<file path="config.mk">
export PLATFORM = sky130hd
export DESIGN_NAME = uart_transmitter
export DESIGN_NICKNAME = d
export VERILOG_FILES = /design/src/rtl/uart_transmitter.sv
export SDC_FILE = /design/constraint.sdc
export NUM_CORES = 1
export LEC_CHECK = 0
export CAP_MARGIN = 15
export CELL_PAD_IN_SITES_DETAIL_PLACEMENT = 1
export CELL_PAD_IN_SITES_GLOBAL_PLACEMENT = 1
export CORE_ASPECT_RATIO = 1.25
export CORE_UTILIZATION = 25
export DETAILED_ROUTE_END_ITERATION = 10
export DONT_BUFFER_PORTS = 1
export PLACE_DENSITY_LB_ADDON = 0.1
export SLEW_MARGIN = 30
export SYNTH_ARGS = -nofsm -noshare
export SYNTH_HDL_FRONTEND = slang
export SYNTH_SLANG_ARGS = --single-unit
export TNS_END_PERCENT = 10
</file>
<file path="constraint.sdc">
create_clock -name clk -period 4.4 [get_ports clk]
set_input_delay 0.22 -clock clk [delete_from_list [all_inputs] [get_ports clk]]
set_output_delay 0.22 -clock clk [all_outputs]
set_load 0.02 [all_outputs]
</file>
<file path="src/rtl/uart_transmitter.sv">
// UART transmitter: frames din as start bit, DBIT data bits LSB first, and a stop period,
// timed by a 16x oversampling tick from the baud rate generator.
module uart_transmitter #(
  parameter int DBIT    = 8,
  parameter int SB_TICK = 16
) (
  input  logic       clk,
  input  logic       reset,
  input  logic       s_tick,
  input  logic       tx_start,
  input  logic [7:0] din,
  output logic       tx,
  output logic       tx_busy,
  output logic       tx_done_tick
);

  localparam logic [1:0] IDLE  = 2'd0;
  localparam logic [1:0] START = 2'd1;
  localparam logic [1:0] DATA  = 2'd2;
  localparam logic [1:0] STOP  = 2'd3;

  localparam logic [4:0] TICK_LAST = 5'd15;
  localparam logic [4:0] STOP_LAST = 5'(SB_TICK - 1);
  localparam logic [2:0] BIT_LAST  = 3'(DBIT - 1);

  logic [1:0]      r_state, w_state_next;
  logic [4:0]      r_s_cnt, w_s_cnt_next;
  logic [2:0]      r_n_cnt, w_n_cnt_next;
  logic [DBIT-1:0] r_b_reg, w_b_reg_next;
  logic            r_tx, w_tx_next;
  logic            r_done, w_done_next;

  always_ff @(posedge clk or posedge reset) begin
    if (reset) begin
      r_state <= IDLE;
      r_s_cnt <= '0;
      r_n_cnt <= '0;
      r_b_reg <= '0;
      r_tx    <= 1'b1;
      r_done  <= 1'b0;
    end else begin
      r_state <= w_state_next;
      r_s_cnt <= w_s_cnt_next;
      r_n_cnt <= w_n_cnt_next;
      r_b_reg <= w_b_reg_next;
      r_tx    <= w_tx_next;
      r_done  <= w_done_next;
    end
  end

  always_comb begin
    w_state_next = r_state;
    w_s_cnt_next = r_s_cnt;
    w_n_cnt_next = r_n_cnt;
    w_b_reg_next = r_b_reg;
    w_done_next  = 1'b0;
    case (r_state)
      IDLE: begin
        if (tx_start) begin
          w_state_next = START;
          w_s_cnt_next = '0;
          w_b_reg_next = din[DBIT-1:0];
        end
      end
      START: begin
        if (s_tick) begin
          if (r_s_cnt == TICK_LAST) begin
            w_state_next = DATA;
            w_s_cnt_next = '0;
            w_n_cnt_next = '0;
          end else begin
            w_s_cnt_next = r_s_cnt + 5'd1;
          end
        end
      end
      DATA: begin
        if (s_tick) begin
          if (r_s_cnt == TICK_LAST) begin
            w_s_cnt_next = '0;
            w_b_reg_next = r_b_reg >> 1;
            if (r_n_cnt == BIT_LAST) begin
              w_state_next = STOP;
            end else begin
              w_n_cnt_next = r_n_cnt + 3'd1;
            end
          end else begin
            w_s_cnt_next = r_s_cnt + 5'd1;
          end
        end
      end
      default: begin
        if (s_tick) begin
          if (r_s_cnt == STOP_LAST) begin
            w_state_next = IDLE;
            w_done_next  = 1'b1;
          end else begin
            w_s_cnt_next = r_s_cnt + 5'd1;
          end
        end
      end
    endcase

    // Line level follows the next state so tx changes on the same edge as the state.
    case (w_state_next)
      START:   w_tx_next = 1'b0;
      DATA:    w_tx_next = w_b_reg_next[0];
      default: w_tx_next = 1'b1;
    endcase
  end

  assign tx           = r_tx;
  assign tx_busy      = (r_state != IDLE);
  assign tx_done_tick = r_done;

endmodule

</file>
======== After elaboration in Yosys (flattened, before gate mapping) ========
Cells that the tools add are included.
cells by class
  add/subtract/negate cells ............... 2
  equality and inequality tests ........... 14
  multiplexer cells ....................... 29
  reductions and logical operators ........ 10
operator list
  kind                                                   count
  two-way mux 5 bit                                      5
  two-way mux 8 bit                                      3
  two-way mux 2 bit                                      8
  case mux 8 bit (2 select lines)                        1
  two-way mux 3 bit                                      5
  inequality test 2 bit, second input constant           6
  case mux 5 bit (2 select lines)                        1
  AND reduction 4 bit                                    2
  nonzero test 2 bit                                     4
  case mux 2 bit (3 select lines)                        1
  case mux 3 bit (2 select lines)                        1
  AND reduction 6 bit                                    1
  adder 5 x 1 -> 5 bit, second input constant            1
  == test 5 x 4 -> 1 bit, second input constant          1
  == test 2 x 1 -> 1 bit, second input constant          2
  == test 2 bit, second input constant                   2
  adder 3 x 1 -> 3 bit, second input constant            1
  == test 3 bit, second input constant                   1
  two-way mux 1 bit                                      3
  inequality test 3 x 2 -> 1 bit, second input constant  1
  OR reduction 3 bit                                     1
  logical NOT 2 bit                                      1
  inequality test 2 x 1 -> 1 bit, second input constant  1
  case mux 1 bit (2 select lines)                        1
  OR reduction 2 bit                                     1
word-level totals
  register bits after elaboration ......... 20
  input bits .............................. 12
  output and inout port bits .............. 3
  word-level logic and storage cells ...... 62

======== Depth between registers and ports, before layout ========
  word-level depth ........................ 7
  gate-level depth with buffers ........... 8
  gate-level depth less buffers ........... 8

======== Worst setup path before layout ========
OpenSTA, ideal clock, no wires.
  path kind ............................... reg-to-reg
  from .................................... register r_s_cnt[0]
  to ...................................... register r_s_cnt[3]
  library setup time ...................... 0.076 ns
  data arrival time ....................... 1.921 ns
  setup slack ............................. 2.403 ns
  cell stages (with the launch flop) ...... 8
  path buffers ............................ 0
  clock period less this slack ............ 1.997 ns
  cell sequence ........................... dfrtp_1 > ha_1 > and3_1 > ha_1 > or3b_1 > o211ai_2 > or4_1 > o21ai_1
on the way
  cells in the longest elaborated chain, start to end .. 4
  elaborated cells between the ends (all ways) .. 9
  those cells by class .................... add/sub: 1; eq/ne: 2; mux: 5; reduce/logical: 1
RTL lines
  item                                                                   line        RTL
  start, declared                                                        27          logic [4:0] r_s_cnt, w_s_cnt_next;
  start signal, assigned                                                 43          r_s_cnt <= w_s_cnt_next;
  adder 5 x 1 -> 5 bit / == test 5 x 4 -> 1 bit (equally long branches)  -
  two-way mux 5 bit (on tied branches)                                   93, 67, 78
  two-way mux 5 bit (on tied branches)                                   92, 66
  case mux 5 bit (2 select lines)                                        57          case (r_state)
Parallel ways exist; a longest one is shown, timed or not. The select of a mux whose other input is x is not followed.
A chain may end at the register's enable or synchronous reset.

======== Worst setup path in the final report ========
  from .................................... register r_s_cnt[0]
  to ...................................... register r_b_reg[7]
on the way
  cells in the longest elaborated chain, start to end .. 3
RTL lines
  item                             line  RTL
  == test 5 x 4 -> 1 bit           78    if (r_s_cnt == TICK_LAST) begin
  inequality test 2 bit (no line)  -
  AND reduction 4 bit (no line)    -
  end signal, assigned             45    r_b_reg <= w_b_reg_next;
  end, declared                    29    logic [DBIT-1:0] r_b_reg, w_b_reg_next;
No other way between the ends.

==> summary.txt <==
====================================================================================
Result of the run                                                       complete, but fails checks
Violated checks                                                          hold timing
Clock Pin Slew Worst Setup and Hold Paths                                    0.08 ns
Sequential area share after synthesis                                          0.420
Number of antenna violations at the first check in global routing                  0
Longest individual stage delay on the worst path                             0.74 ns
Port Buf Inserts                                                                   0
Effective utilization at floorplan                                             0.266
Later-pin clock latency in the skew report                                   0.27 ns
Syn Inst Count                                                                   128
Post-synth design cell area                                                 1190 um2
Setup repair after global routing missed its margin                            false
Maximum VDD drop                                                              162 uV
Worst endpoint required time                                                 4.60 ns
Number of buffers created by CTS                                                   3
Clock tree from TritonCTS                                                        yes
Largest fanout on the critical path                                               14
Via count of the first global-routing pass                                      1002
Die ar.                                                                     5060 um2
Count of nets left with antenna violations after detail routing                    0
Total number of placement rows                                                    27
Final Util                                                                     0.292
Total vias in the final route                                                    958
Horizontal extent of the die                                                 63.8 um
Startpoint type of the worst setup path                                         flop
Final HPWL from detailed placement                                           2.10 mm
Syn-to-layout area delta                                                       9.95%
Worst hold-check slack                                                    -0.0212 ns
H-tree depth                                                                       1
TritonRoute pass-1 iters                                                           4
Per-cell via count in the routed design                                         5.15
Count of pins on the block boundary                                               15
Ant. Diodes                                                                        0
Cell family contributing the most delay on the critical path            compound AO/OA/AOI/OAI gates
Wire length of the first global-routing pass                                 4.79 mm
Max-capacitance violation count                                                    0
Longest Clk Path Bufs                                                              2
Crit path max-delay cell type                                           sky130_fd_sc_hd__a211oi_2
Postcts setup bufs                                                                 0
Total routing resource utilization after global routing                        0.125
Minimum period implied by the final worst setup slack                        2.24 ns
Leading cell type in the layout, fill and taps excluded                 sky130_fd_sc_hd__dfrtp_1
Slew Limit Fails                                                                   0
Cell chosen for the clock root                                          sky130_fd_sc_hd__clkbuf_8
Highest attainable clock frequency                                           446 MHz
Leakage component of the power                                           0.000570 uW
Net count of the mapped netlist                                                  150
Weighted congestion at the end of routability-driven global placement          0.731
Pwr Density                                                               584 nW/um2
Total negative setup slack                                                      0 ns
Most used cells in the layout excluding fill and tap cells              sky130_fd_sc_hd__dfrtp_1 (19), sky130_fd_sc_hd__a21oi_1 (14), sky130_fd_sc_hd__nor2_1 (10), sky130_fd_sc_hd__ha_1 (10)
Post-layout power                                                             767 uW
Largest clock skew in the final design                                    0.00275 ns
Final setup viols                                                                  0
Largest net degree at the start of global routing                                 21
Count of buffering cells on the critical path with inverters included              0
Share of the clock period used by the worst path                               0.510
Crit path top cell by count                                             sky130_fd_sc_hd__ha_1
Layout cell share with drive strength beyond 1                                0.0859
Cells traversed along the worst timing path                             ha_1, and3_1, ha_1, nand2_1, a211oi_2, nand3_1, o21ai_1
Placed Instance Area                                                        1240 um2
Starting DRC count in detailed routing                                            33
Synth warnings                                                                     0
Final #Nets                                                                      151
Routed wirelength normalized by instance count                               15.3 um
Syn avg cell area                                                           9.34 um2
Post-CTS Hold Fix Bufs                                                             0
Non-Filler Cell Area, Final                                                 1310 um2
Yosys reg bits                                                                    20
Kind of critical path                                                   flop to flop
Largest register FFs                                                               8
CP Capture Type                                                                 flop
Path category of the worst min-delay check                              input port to async pin
Placeable core area                                                         4490 um2
Arrival time at the worst endpoint                                           2.44 ns
Count of unresolved DRC violations after routing                                   0
Die Ht                                                                       79.3 um
GRT overflow                                                                       0
Final WL                                                                     2.85 mm
Actual transition at the worst max-transition pin                           0.823 ns
Netlist cell types                                                                38
Hold violation count in the final report                                          19
Num Clock Sinks                                                                   20
Number of gates resized after CTS                                                  0
Relative slew slack                                                            0.450
====================================================================================
-- area by class of cell --
cell class                      count  area, um2
Fill cell                         530       3180
Multi-Input combinational cell     94        631
Sequential cell                    20        502
Tap cell                           58       72.6
Clock buffer                        3       41.3
Inverter                           10       37.5
Clock inverter                      1       30.0
-- layer usage --
metal,part of all wire,track usage,vias up
met5,0,0,-
met1,0.44,0.150,472
met3,0.025,0.0187,9
met2,0.51,0.216,22
li1,-,-,455
met4,0.029,0.0614,0
-- worst paths after layout --
check | startpoint | endpoint | depth (start not counted) | slack (ns)
hold reg to reg | r_s_cnt[0] | r_s_cnt[0] | 1 | 0.51
setup reg to reg | r_s_cnt[0] | r_b_reg[7] | 7 | 2.16
setup / recovery | r_s_cnt[0] | r_b_reg[7] | 7 | 2.16
hold / removal | reset | r_s_cnt[3] | 1 | -0.02
max in group asynchronous | reset | r_b_reg[6] | 1 | 3.92
min in group clk | din[7] | r_b_reg[7] | 2 | 0.09
-- kinds of logic (layout without fill, tap and decap cells) --
group,after synthesis,after routing,share of synthesized area
multiplexers,3,3,0.0304
AO/OA/AOI/OAI,40,40,0.215
buffers and inverters,14,14,0.0523
adder cells (fa/ha/maj),10,10,0.105
AND/OR/NAND/NOR,41,41,0.178
flip-flops,20,20,0.420
-- cell usage after synthesis --
| library cell | number | area [um2] |
|---|---|---|
| sky130_fd_sc_hd__a211oi_2 | 1 | 12.5 |
| sky130_fd_sc_hd__a21o_1 | 1 | 7.51 |
| sky130_fd_sc_hd__a21oi_1 | 14 | 70.1 |
| sky130_fd_sc_hd__a221oi_1 | 1 | 8.76 |
| sky130_fd_sc_hd__a22oi_1 | 7 | 52.6 |
| sky130_fd_sc_hd__and2_1 | 1 | 6.26 |
| sky130_fd_sc_hd__and2b_1 | 2 | 15.0 |
| sky130_fd_sc_hd__and3_1 | 3 | 18.8 |
| sky130_fd_sc_hd__buf_2 | 2 | 10.0 |
| sky130_fd_sc_hd__buf_6 | 1 | 11.3 |
| sky130_fd_sc_hd__clkbuf_1 | 1 | 3.75 |
| sky130_fd_sc_hd__dfrtp_1 | 19 | 475 |
| sky130_fd_sc_hd__dfstp_2 | 1 | 26.3 |
| sky130_fd_sc_hd__ha_1 | 10 | 125 |
| sky130_fd_sc_hd__inv_1 | 9 | 33.8 |
| sky130_fd_sc_hd__inv_2 | 1 | 3.75 |
| sky130_fd_sc_hd__mux2_2 | 1 | 11.3 |
| sky130_fd_sc_hd__mux2_4 | 1 | 15.0 |
| sky130_fd_sc_hd__mux2i_1 | 1 | 10.0 |
| sky130_fd_sc_hd__nand2_1 | 9 | 33.8 |
| sky130_fd_sc_hd__nand2b_1 | 3 | 18.8 |
| sky130_fd_sc_hd__nand3_1 | 5 | 25.0 |
| sky130_fd_sc_hd__nand4_1 | 1 | 6.26 |
| sky130_fd_sc_hd__nor2_1 | 10 | 37.5 |
| sky130_fd_sc_hd__nor3_1 | 1 | 5.00 |
| sky130_fd_sc_hd__nor3b_1 | 2 | 15.0 |
| sky130_fd_sc_hd__o211ai_1 | 1 | 7.51 |
| sky130_fd_sc_hd__o211ai_2 | 1 | 12.5 |
| sky130_fd_sc_hd__o21ai_0 | 4 | 20.0 |
| sky130_fd_sc_hd__o21ai_1 | 6 | 30.0 |
| sky130_fd_sc_hd__o21bai_1 | 1 | 7.51 |
| sky130_fd_sc_hd__o221ai_1 | 1 | 8.76 |
| sky130_fd_sc_hd__o2bb2ai_1 | 1 | 8.76 |
| sky130_fd_sc_hd__o311a_1 | 1 | 10.0 |
| sky130_fd_sc_hd__or2_1 | 1 | 6.26 |
| sky130_fd_sc_hd__or2_4 | 1 | 8.76 |
| sky130_fd_sc_hd__or3b_1 | 1 | 8.76 |
| sky130_fd_sc_hd__or4_1 | 1 | 7.51 |
-- power by group --
part	leakage, uW	switching (uW)	internal [uW]	total, uW
combinational	0.000279	161	113	274
clock	0.0000357	68.8	122	190
sequential	0.000255	49.6	253	302
-- stage by stage --
step                      setup slack, ns  hold slack [ns]  cells
after floorplan                      2.40            0.183    128
after global placement               2.19            0.330    182
after detailed placement             2.14            0.322    182
after CTS                            2.12           0.0246    186
after global routing                 1.88           0.0473    186
final                                2.16          -0.0212    186
(Power assumes the default switching activity.)
